===== src/rtl/ahfp_div.sv =====
// ahfp_div: iterative binary32 divider (dataa / datab).
// Restoring mantissa divide, one quotient bit per cycle, fixed latency,
// truncating rounding, denormals flushed to zero, registered outputs.
//
// state  | meaning
// -------+-------------------------------------------------------------
// IDLE   | waiting for start; operands captured on the accepting edge
// SETUP  | sign, biased exponent difference, mantissas, remainder init
// DIVIDE | 25 restoring iterations, quotient shifted in MSB first
// NORM   | normalize quotient, range checks, special-operand overrides
// DONE   | done pulse; result/div_by_zero were loaded on entry
module ahfp_div (
    input  logic        clk,
    input  logic        reset,
    input  logic        start,
    input  logic [31:0] dataa,
    input  logic [31:0] datab,
    output logic        busy,
    output logic        done,
    output logic [31:0] result,
    output logic        div_by_zero
);

    typedef enum logic [2:0] {IDLE, SETUP, DIVIDE, NORM, DONE} state_t;

    state_t state, state_nxt;

    logic [31:0]       opa, opb;
    logic              sign;
    logic signed [9:0] exp_q;
    logic [23:0]       mb;
    logic [24:0]       rem;
    logic [24:0]       quo;
    logic [4:0]        cnt;

    logic              q_bit;
    logic [23:0]       rem_sub;
    logic signed [9:0] exp_n;
    logic [22:0]       frac_n;
    logic [31:0]       res_nxt;
    logic              dbz_nxt;

    logic a_zero, a_inf, a_nan;
    logic b_zero, b_inf, b_nan;

    // Operand classification from the captured operands (exp 0 = zero, denormals flushed).
    always_comb begin
        a_zero = (opa[30:23] == 8'h00);
        a_inf  = (opa[30:23] == 8'hFF) && (opa[22:0] == 23'd0);
        a_nan  = (opa[30:23] == 8'hFF) && (opa[22:0] != 23'd0);
        b_zero = (opb[30:23] == 8'h00);
        b_inf  = (opb[30:23] == 8'hFF) && (opb[22:0] == 23'd0);
        b_nan  = (opb[30:23] == 8'hFF) && (opb[22:0] != 23'd0);
    end

    // One restoring step; the remainder after subtraction is always below mb, so 24 bits suffice.
    always_comb begin
        q_bit   = (rem >= {1'b0, mb});
        rem_sub = q_bit ? 24'(rem - {1'b0, mb}) : rem[23:0];
    end

    // Normalization, range clamping and special-case overrides (later checks win).
    always_comb begin
        exp_n   = quo[24] ? exp_q : exp_q - 10'sd1;
        frac_n  = quo[24] ? quo[23:1] : quo[22:0];
        res_nxt = {sign, exp_n[7:0], frac_n};
        dbz_nxt = 1'b0;
        if (exp_n >= 10'sd255) begin
            res_nxt = {sign, 8'hFF, 23'd0};
        end else if (exp_n <= 10'sd0) begin
            res_nxt = {sign, 31'd0};
        end
        if (a_nan || b_nan || (a_zero && b_zero) || (a_inf && b_inf)) begin
            res_nxt = 32'h7FC0_0000;
        end else if (a_inf || b_zero) begin
            res_nxt = {sign, 8'hFF, 23'd0};
            dbz_nxt = b_zero && !a_inf;
        end else if (a_zero || b_inf) begin
            res_nxt = {sign, 31'd0};
        end
    end

    // State register.
    always_ff @(posedge clk) begin
        if (reset) begin
            state <= IDLE;
        end else begin
            state <= state_nxt;
        end
    end

    // Next-state and handshake outputs.
    always_comb begin
        state_nxt = state;
        busy      = 1'b0;
        done      = 1'b0;
        case (state)
            IDLE: begin
                if (start) begin
                    state_nxt = SETUP;
                end
            end
            SETUP: begin
                busy      = 1'b1;
                state_nxt = DIVIDE;
            end
            DIVIDE: begin
                busy = 1'b1;
                if (cnt == 5'd0) begin
                    state_nxt = NORM;
                end
            end
            NORM: begin
                busy      = 1'b1;
                state_nxt = DONE;
            end
            DONE: begin
                done      = 1'b1;
                state_nxt = IDLE;
            end
            default: state_nxt = IDLE;
        endcase
    end

    // Datapath registers; result/div_by_zero load only on the edge entering DONE.
    always_ff @(posedge clk) begin
        if (reset) begin
            opa         <= 32'd0;
            opb         <= 32'd0;
            sign        <= 1'b0;
            exp_q       <= 10'sd0;
            mb          <= 24'd0;
            rem         <= 25'd0;
            quo         <= 25'd0;
            cnt         <= 5'd0;
            result      <= 32'd0;
            div_by_zero <= 1'b0;
        end else begin
            case (state)
                IDLE: begin
                    if (start) begin
                        opa <= dataa;
                        opb <= datab;
                    end
                end
                SETUP: begin
                    sign  <= opa[31] ^ opb[31];
                    exp_q <= {2'b00, opa[30:23]} - {2'b00, opb[30:23]} + 10'd127;
                    rem   <= {2'b01, opa[22:0]};
                    mb    <= {1'b1, opb[22:0]};
                    quo   <= 25'd0;
                    cnt   <= 5'd24;
                end
                DIVIDE: begin
                    quo <= {quo[23:0], q_bit};
                    rem <= {rem_sub, 1'b0};
                    cnt <= cnt - 5'd1;
                end
                NORM: begin
                    result      <= res_nxt;
                    div_by_zero <= dbz_nxt;
                end
                default: ;
            endcase
        end
    end

endmodule


===== config.mk =====
export PLATFORM = sky130hd
export DESIGN_NAME = ahfp_div
export DESIGN_NICKNAME = d
export VERILOG_FILES = /design/src/rtl/ahfp_div.sv
export SDC_FILE = /design/constraint.sdc
export NUM_CORES = 1
export LEC_CHECK = 0
export BUFFER_PORTS_ARGS = -buffer_cell sky130_fd_sc_hd__buf_2
export CORE_MARGIN = 2
export CORE_UTILIZATION = 59
export DETAILED_ROUTE_END_ITERATION = 16
export GPL_ROUTABILITY_DRIVEN = 0
export HOLD_SLACK_MARGIN = 0.02
export PLACE_DENSITY = 0.85
export SYNTH_ARGS = -nofsm -noshare
export SYNTH_HDL_FRONTEND = slang
export SYNTH_SLANG_ARGS = --single-unit

===== constraint.sdc =====
create_clock -name clk -period 2.8 [get_ports clk]
set_input_delay 0.42 -clock clk [delete_from_list [all_inputs] [get_ports clk]]
set_output_delay 0.42 -clock clk [all_outputs]
set_load 0.005 [all_outputs]

==> results of run 1 <==
-- path summary, 6_finish.rpt --
kind	start	to	slack (ns)	depth (start not counted)
setup reg to reg	mb[12]$_SDFFE_PP0P_	rem[14]$_SDFFE_PP0P_	0.14	11
hold reg to reg	result[1]$_SDFFE_PP0P_	result[1]$_SDFFE_PP0P_	0.45	2
setup / recovery	mb[12]$_SDFFE_PP0P_	rem[14]$_SDFFE_PP0P_	0.14	11
hold / removal	datab[18]	opb[18]$_SDFFE_PP0P_	0.21	3
-- worst reg2reg max path, stage by stage, from the launching register on --
cell and delay [ns]:
dfxtp_1 0.34, inv_1 0.07, ha_1 0.41, nand4_1 0.18, nor3_2 0.26, o21a_1 0.20, o21ai_1 0.13, nand3_1 0.12
a41o_1 0.25, buf_12 0.21, mux2i_1 0.25, o22ai_1 0.11
-- stage by stage --
step                      worst slack, ns  utilization (%)  hold slack (ns)
after global placement              0.116             64.1            0.431
final                               0.138             68.1            0.209
after floorplan                     0.260                -            0.436
after global routing               0.0212             68.1            0.204
after CTS                          0.0423             67.8            0.198
after detailed placement          -0.0284             64.1            0.436
-- cell usage in the layout, fill, tap and decap left out, types with 19 or more instances in the layout --
| master | instances |
|---|---|
| nor4_1 | 21 |
| nand2_1 | 238 |
| inv_1 | 51 |
| dfxtp_1 | 190 |
| nor2_1 | 83 |
| a21oi_1 | 117 |
| xnor2_1 | 24 |
| buf_2 | 100 |
| buf_4 | 19 |
| ha_1 | 36 |
| mux2i_1 | 39 |
| o21ai_0 | 30 |
| a22oi_1 | 47 |
| o21ai_2 | 20 |
-- routing by layer --
layer  vias up  global-route usage [%]
li1       4270                       -
met1      4049                    36.0
met2       325                    46.5
met3        61                    4.28
met4         0                    12.1
met5         -                       0
-- layout make-up --
type                    instances  area [um^2]
clock buffers                  17          425
clock inverters                15          145
fillers                      1326         5030
inverters                      51          191
multi-input cells             860         5220
flip-flops and latches        190         3800
well taps                     216          270
repair buffers                121          683
-- repair_timing --
action                                  4_1_cts  5_1_grt
gates resized for setup                       1       11
pin swaps                                     0        1
endpoints found under the setup margin       21       28
-- flip-flops by register name, summed over array words and instances, names as in the netlist --
register	flops
opa	32
opb	32
rem	25
mb	24
sign	1
quo	25
div_by_zero	1
exp_q	10
cnt	5
state	3
result	32
-- kinds of logic (layout without fill, tap and decap cells) --
kind of cell    Yosys count  in the layout  synth area share [%]
xor+xnor                 37             37                  3.52
simple gates            436            436                  20.5
buf+inv                 117            204                  5.16
fa+ha+maj                38             38                  5.20
compound gates          309            309                  21.0
mux                      40             40                  4.26
flops                   190            190                  40.3
-- power groups by stage --
stage          combinational [mW]  sequential, mW  clock (mW)
3_3_place_gp                 2.79            3.09           0
2_1_floorplan                2.19            3.03           0
3_5_place_dp                 2.84            3.10           0
6_report                     2.99            3.04        2.34
4_1_cts                      2.89            3.04        2.36
5_1_grt                      3.27            3.06        2.48
==> impl_metrics.yaml, run 1 <==
floorplan:
  fp.coreArea_mm2: 0.0158
  dieHeight_um: 130
  ios: 102
  start_util_pct: 59.8
  floorplan.die.width_um: 130
  dieArea_mm2: 0.0170
  rows: 46
critical_path:
  slowest_delay_ns: 0.41
  critPathKind: "reg2reg"
  crit_family: "compound AO/OA/AOI/OAI gates"
  path_cells: "inv_1, ha_1, nand4_1, nor3_2, o21a_1, o21ai_1, nand3_1, a41o_1, buf_12, mux2i_1, o22ai_1"
  cp_max_fo: 20
  critPathBufInv: 2
  start_kind: "register"
  cp_data_arrival_time_ns: 2.96
  worst_ep_required_time_ns: 3.09
  crit_path_end_kind: "register"
  slowest_stage: "ha_1"
sta:
  worst-slew-pin-transition_ns: 1.26
  fin_crit_sh_pct: 95.1
  fmax_mhz: 376
  relSlewSlack_pct: 15.9
  clock_skew_ns: 0.0108
  setup_viol: 0
  min_period_ns: 2.66
  finalSetupTns_ns: 0
  finalHoldViolations: 0
  rsz0062_at_grt: "no"
  drv_slew: 0
routing:
  vias: 8705
  wl_met3_um: 1350
  ant_nets: 0
  drc: 0
  viasPerCell: 5.92
  first_iter_violations: 777
  top_layer: "met4"
  drtPass1Iterations: 6
  routed_wl_um: 23300
  met1_length_um: 10100
  detail_route.wl_per_cell_um: 15.8
  met2_length_um: 11100
finish:
  fin_cells: 1470
  diodes: 0
  drive_gt1_share_pct: 15.8
  nNetsFinal: 1346
  syn2layout_area_growth_pct: 13.8
  fin_area_mm2: 0.0107
place:
  hpwlAfterDp_um: 16000
  numPlacedInstances: 1438
  placed_area_mm2: 0.0101
  port_buffers: 101
synthesis:
  synth_largest_area_cell: "dfxtp_1"
  yosysUniqueCellTypes: 68
  synth_top_area_share_pct: 40.3
  synth_seq_cells: 190
  synth_seq_area_share_pct: 40.3
  synth_commonest_cells: "238 x nand2_1, 190 x dfxtp_1, 121 x a21oi_1"
  yosys_warnings: 0
  synth_edf_count: 0
  synthArstFlopShare_pct: 0
  syn_inst: 1167
  synth-main-ff-cell: "dfxtp_1"
  synthTopCellsByArea: "dfxtp_1 40%, nand2_1 9.5%, a21oi_1 6.4%"
  yosysMostFrequentCell: "nand2_1"
  syn_area_per_cell_um2: 8.08
  synth_fp_nets: 1272
  synth_area_mm2: 0.00943
grt:
  grt_overflow_total: 0
  grt_max_degree: 98
  grt_pass1_vias: 8089
  antenna_found_initial: 0
  grt_pass1_wl_um: 37900
  grt_usage_pct: 27.9
pwr:
  intPower_mw: 5.31
  power_mw: 8.37
  p_switching_mw: 3.06
  seq_power_share_pct: 36.3
  combinationalPowerShare_pct: 35.7
  ir_drop_uv: 923
  pwr-share-clk_pct: 27.9
  power_density_mw_per_mm2: 780
  sw_frac_of_total_pct: 36.5
  power.leakage_nw: 4.19
clock_tree:
  clock-root-buffer: "clkbuf_16"
  htreeDepth: 4
  cts_setup_buffers: 0
  clk_latency_ns: 0.44
  cts_buffers: 17
  hold_buffers: 0
  cts.path.max_buffers: 2
  cts.sinks: 190
  path_clk_slew_ns: 0.07
  cts_tree: "built"
run:
  cap_violations: 0
hold_path:
  min_path_type: "in2reg"
outcome:
  outcome: "finished clean"
(Power assumes the default switching activity.)
==> run 2: changes to the inputs <==
--- a/config.mk
+++ b/config.mk
@@ -7,11 +7,12 @@
 export LEC_CHECK = 0
 export BUFFER_PORTS_ARGS = -buffer_cell sky130_fd_sc_hd__buf_2
 export CORE_MARGIN = 2
-export CORE_UTILIZATION = 59
+export CORE_UTILIZATION = 60
+export CTS_BUF_LIST = sky130_fd_sc_hd__clkbuf_2 sky130_fd_sc_hd__clkbuf_4 sky130_fd_sc_hd__clkbuf_8
 export DETAILED_ROUTE_END_ITERATION = 16
 export GPL_ROUTABILITY_DRIVEN = 0
 export HOLD_SLACK_MARGIN = 0.02
-export PLACE_DENSITY = 0.85
+export PLACE_DENSITY = 0.86
 export SYNTH_ARGS = -nofsm -noshare
 export SYNTH_HDL_FRONTEND = slang
 export SYNTH_SLANG_ARGS = --single-unit
==> impl_metrics.yaml, run 2 (synthesized netlist as in run 1, its figures left out) <==
grt:
  grt_usage_pct: 27.2
  grt_pass1_wl_um: 36700
  grt_overflow_total: 0
  antenna_found_initial: 0
  grt_pass1_vias: 7875
  grt_max_degree: 97
routing:
  viasPerCell: 5.83
  vias: 8542
  first_iter_violations: 586
  routed_wl_um: 22500
  drtPass1Iterations: 7
  drc: 0
  ant_nets: 0
  detail_route.wl_per_cell_um: 15.4
critical_path:
  r2r_cells: 11
  crit_end: "rem[10]$_SDFFE_PP0P_"
  startpoint: "mb[7]$_SDFFE_PP0P_"
  worst_ep_required_time_ns: 3.12
  cp_data_arrival_time_ns: 3.00
  r2r_end: "rem[10]$_SDFFE_PP0P_"
  critPathKind: "reg2reg"
  crit_path_end_kind: "register"
  rr_startpoint: "mb[7]$_SDFFE_PP0P_"
  rrSetupSlack_ns: 0.12
  cp_max_fo: 12
  start_kind: "register"
clock_tree:
  clk_latency_ns: 0.47
  cts.sinks: 190
  cts_tree: "built"
  cts_buffers: 17
  cts_setup_buffers: 0
  htreeDepth: 4
  cts.path.max_buffers: 2
  clock-root-buffer: "clkbuf_8"
  hold_buffers: 0
  path_clk_slew_ns: 0.10
  cts_resized: 0
sta:
  fin_hold_ws_ns: 0.175
  fmax_mhz: 374
  min_period_ns: 2.68
  clock_skew_ns: 0.0121
  drv_slew: 0
  fin_crit_sh_pct: 95.5
  relSlewSlack_pct: 17.3
  worst-slew-pin-transition_ns: 1.24
  finalHoldViolations: 0
  setup_viol: 0
outcome:
  outcome: "finished clean"
finish:
  diodes: 0
  regArea_mm2: 0.00380
  mostFrequentLayoutCells: "238 x nand2_1, 190 x dfxtp_1, 120 x a21oi_1"
  top_regs: "opa (32), opb (32), result (32)"
  multi_input_area_mm2: 0.00522
  syn2layout_area_growth_pct: 11.7
  finish.utilization_pct: 69.0
  layout_commonest_cell: "nand2_1"
  fin_cells: 1466
  n_fill_cell: 1228
  drive_gt1_share_pct: 15.8
  nNetsFinal: 1347
place:
  hpwlAfterDp_um: 16000
  port_buffers: 101
  numPlacedInstances: 1434
floorplan:
  start_util_pct: 61.8
  floorplan.die.width_um: 129
  ios: 102
  rows: 45
  dieHeight_um: 129
  fp.coreArea_mm2: 0.0153
  dieArea_mm2: 0.0167
pwr:
  power_density_mw_per_mm2: 738
  ir_drop_uv: 530
  power.leakage_nw: 4.11
run:
  cap_violations: 0
hold_path:
  min_path_type: "in2reg"
[run 2: through the flow]
| stage | setup WS, ns | cell area [um^2] | total power, mW | setup TNS, ns |
|---|---|---|---|---|
| floorplan | 0.260 | 9430 | 5.23 | 0 |
| global placement | 0.120 | 10100 | 5.84 | 0 |
| detailed placement | 0.0487 | 10100 | 5.90 | 0 |
| CTS | 0.0426 | 10500 | 7.69 | 0 |
| global route | -0.0201 | 10500 | 8.23 | -0.0201 |
| finish | 0.125 | 10500 | 7.77 | 0 |
[run 2: worst max-delay path, stage by stage, from the launching register on]
cell and delay, ns:
dfxtp_1 0.36, inv_1 0.05, ha_1 0.38, nand3_2 0.17, o211a_1 0.26, o2bb2ai_1 0.24, o21ai_1 0.15, nand3_1 0.12
a41o_1 0.20, buf_4 0.24, mux2i_1 0.22, o22ai_1 0.11
[run 2: report_power, final]
part	internal, mW	switching [mW]
clock	0.808	1.01
combinational	1.23	1.68
sequential	2.87	0.170
total	4.91	2.86
[run 2: how the worst min path moves through the flow]
stage                                  from                      end  slack [ns]  cells after the start
floorplan               mb[10]$_SDFFE_PP0P_      mb[10]$_SDFFE_PP0P_        0.44                      2
global placement    result[21]$_SDFFE_PP0P_  result[21]$_SDFFE_PP0P_        0.43                      2
detailed placement  result[21]$_SDFFE_PP0P_  result[21]$_SDFFE_PP0P_        0.44                      2
CTS                               dataa[14]     opa[14]$_SDFFE_PP0P_        0.16                      3
global route                      dataa[17]     opa[17]$_SDFFE_PP0P_        0.16                      3
finish                            dataa[14]     opa[14]$_SDFFE_PP0P_        0.18                      3
[run 2: metal layers]
layer  track usage, %  vias up  share of wire, %
li1                 -     4237                 -
met1             34.8     3949                44
met2             45.6      311                47
met3             5.04       45               6.1
met4             10.9        0               2.9
met5                0        -                 0
[run 2: layout make-up]
cell class                      instances  area share, %
Clock buffer                           17           2.22
Tap cell                              211           2.51
Clock inverter                         15           1.53
Timing Repair Buffer                  122           6.32
Multi-Input combinational cell        860           49.5
Sequential cell                       190           36.1
Inverter                               51           1.82
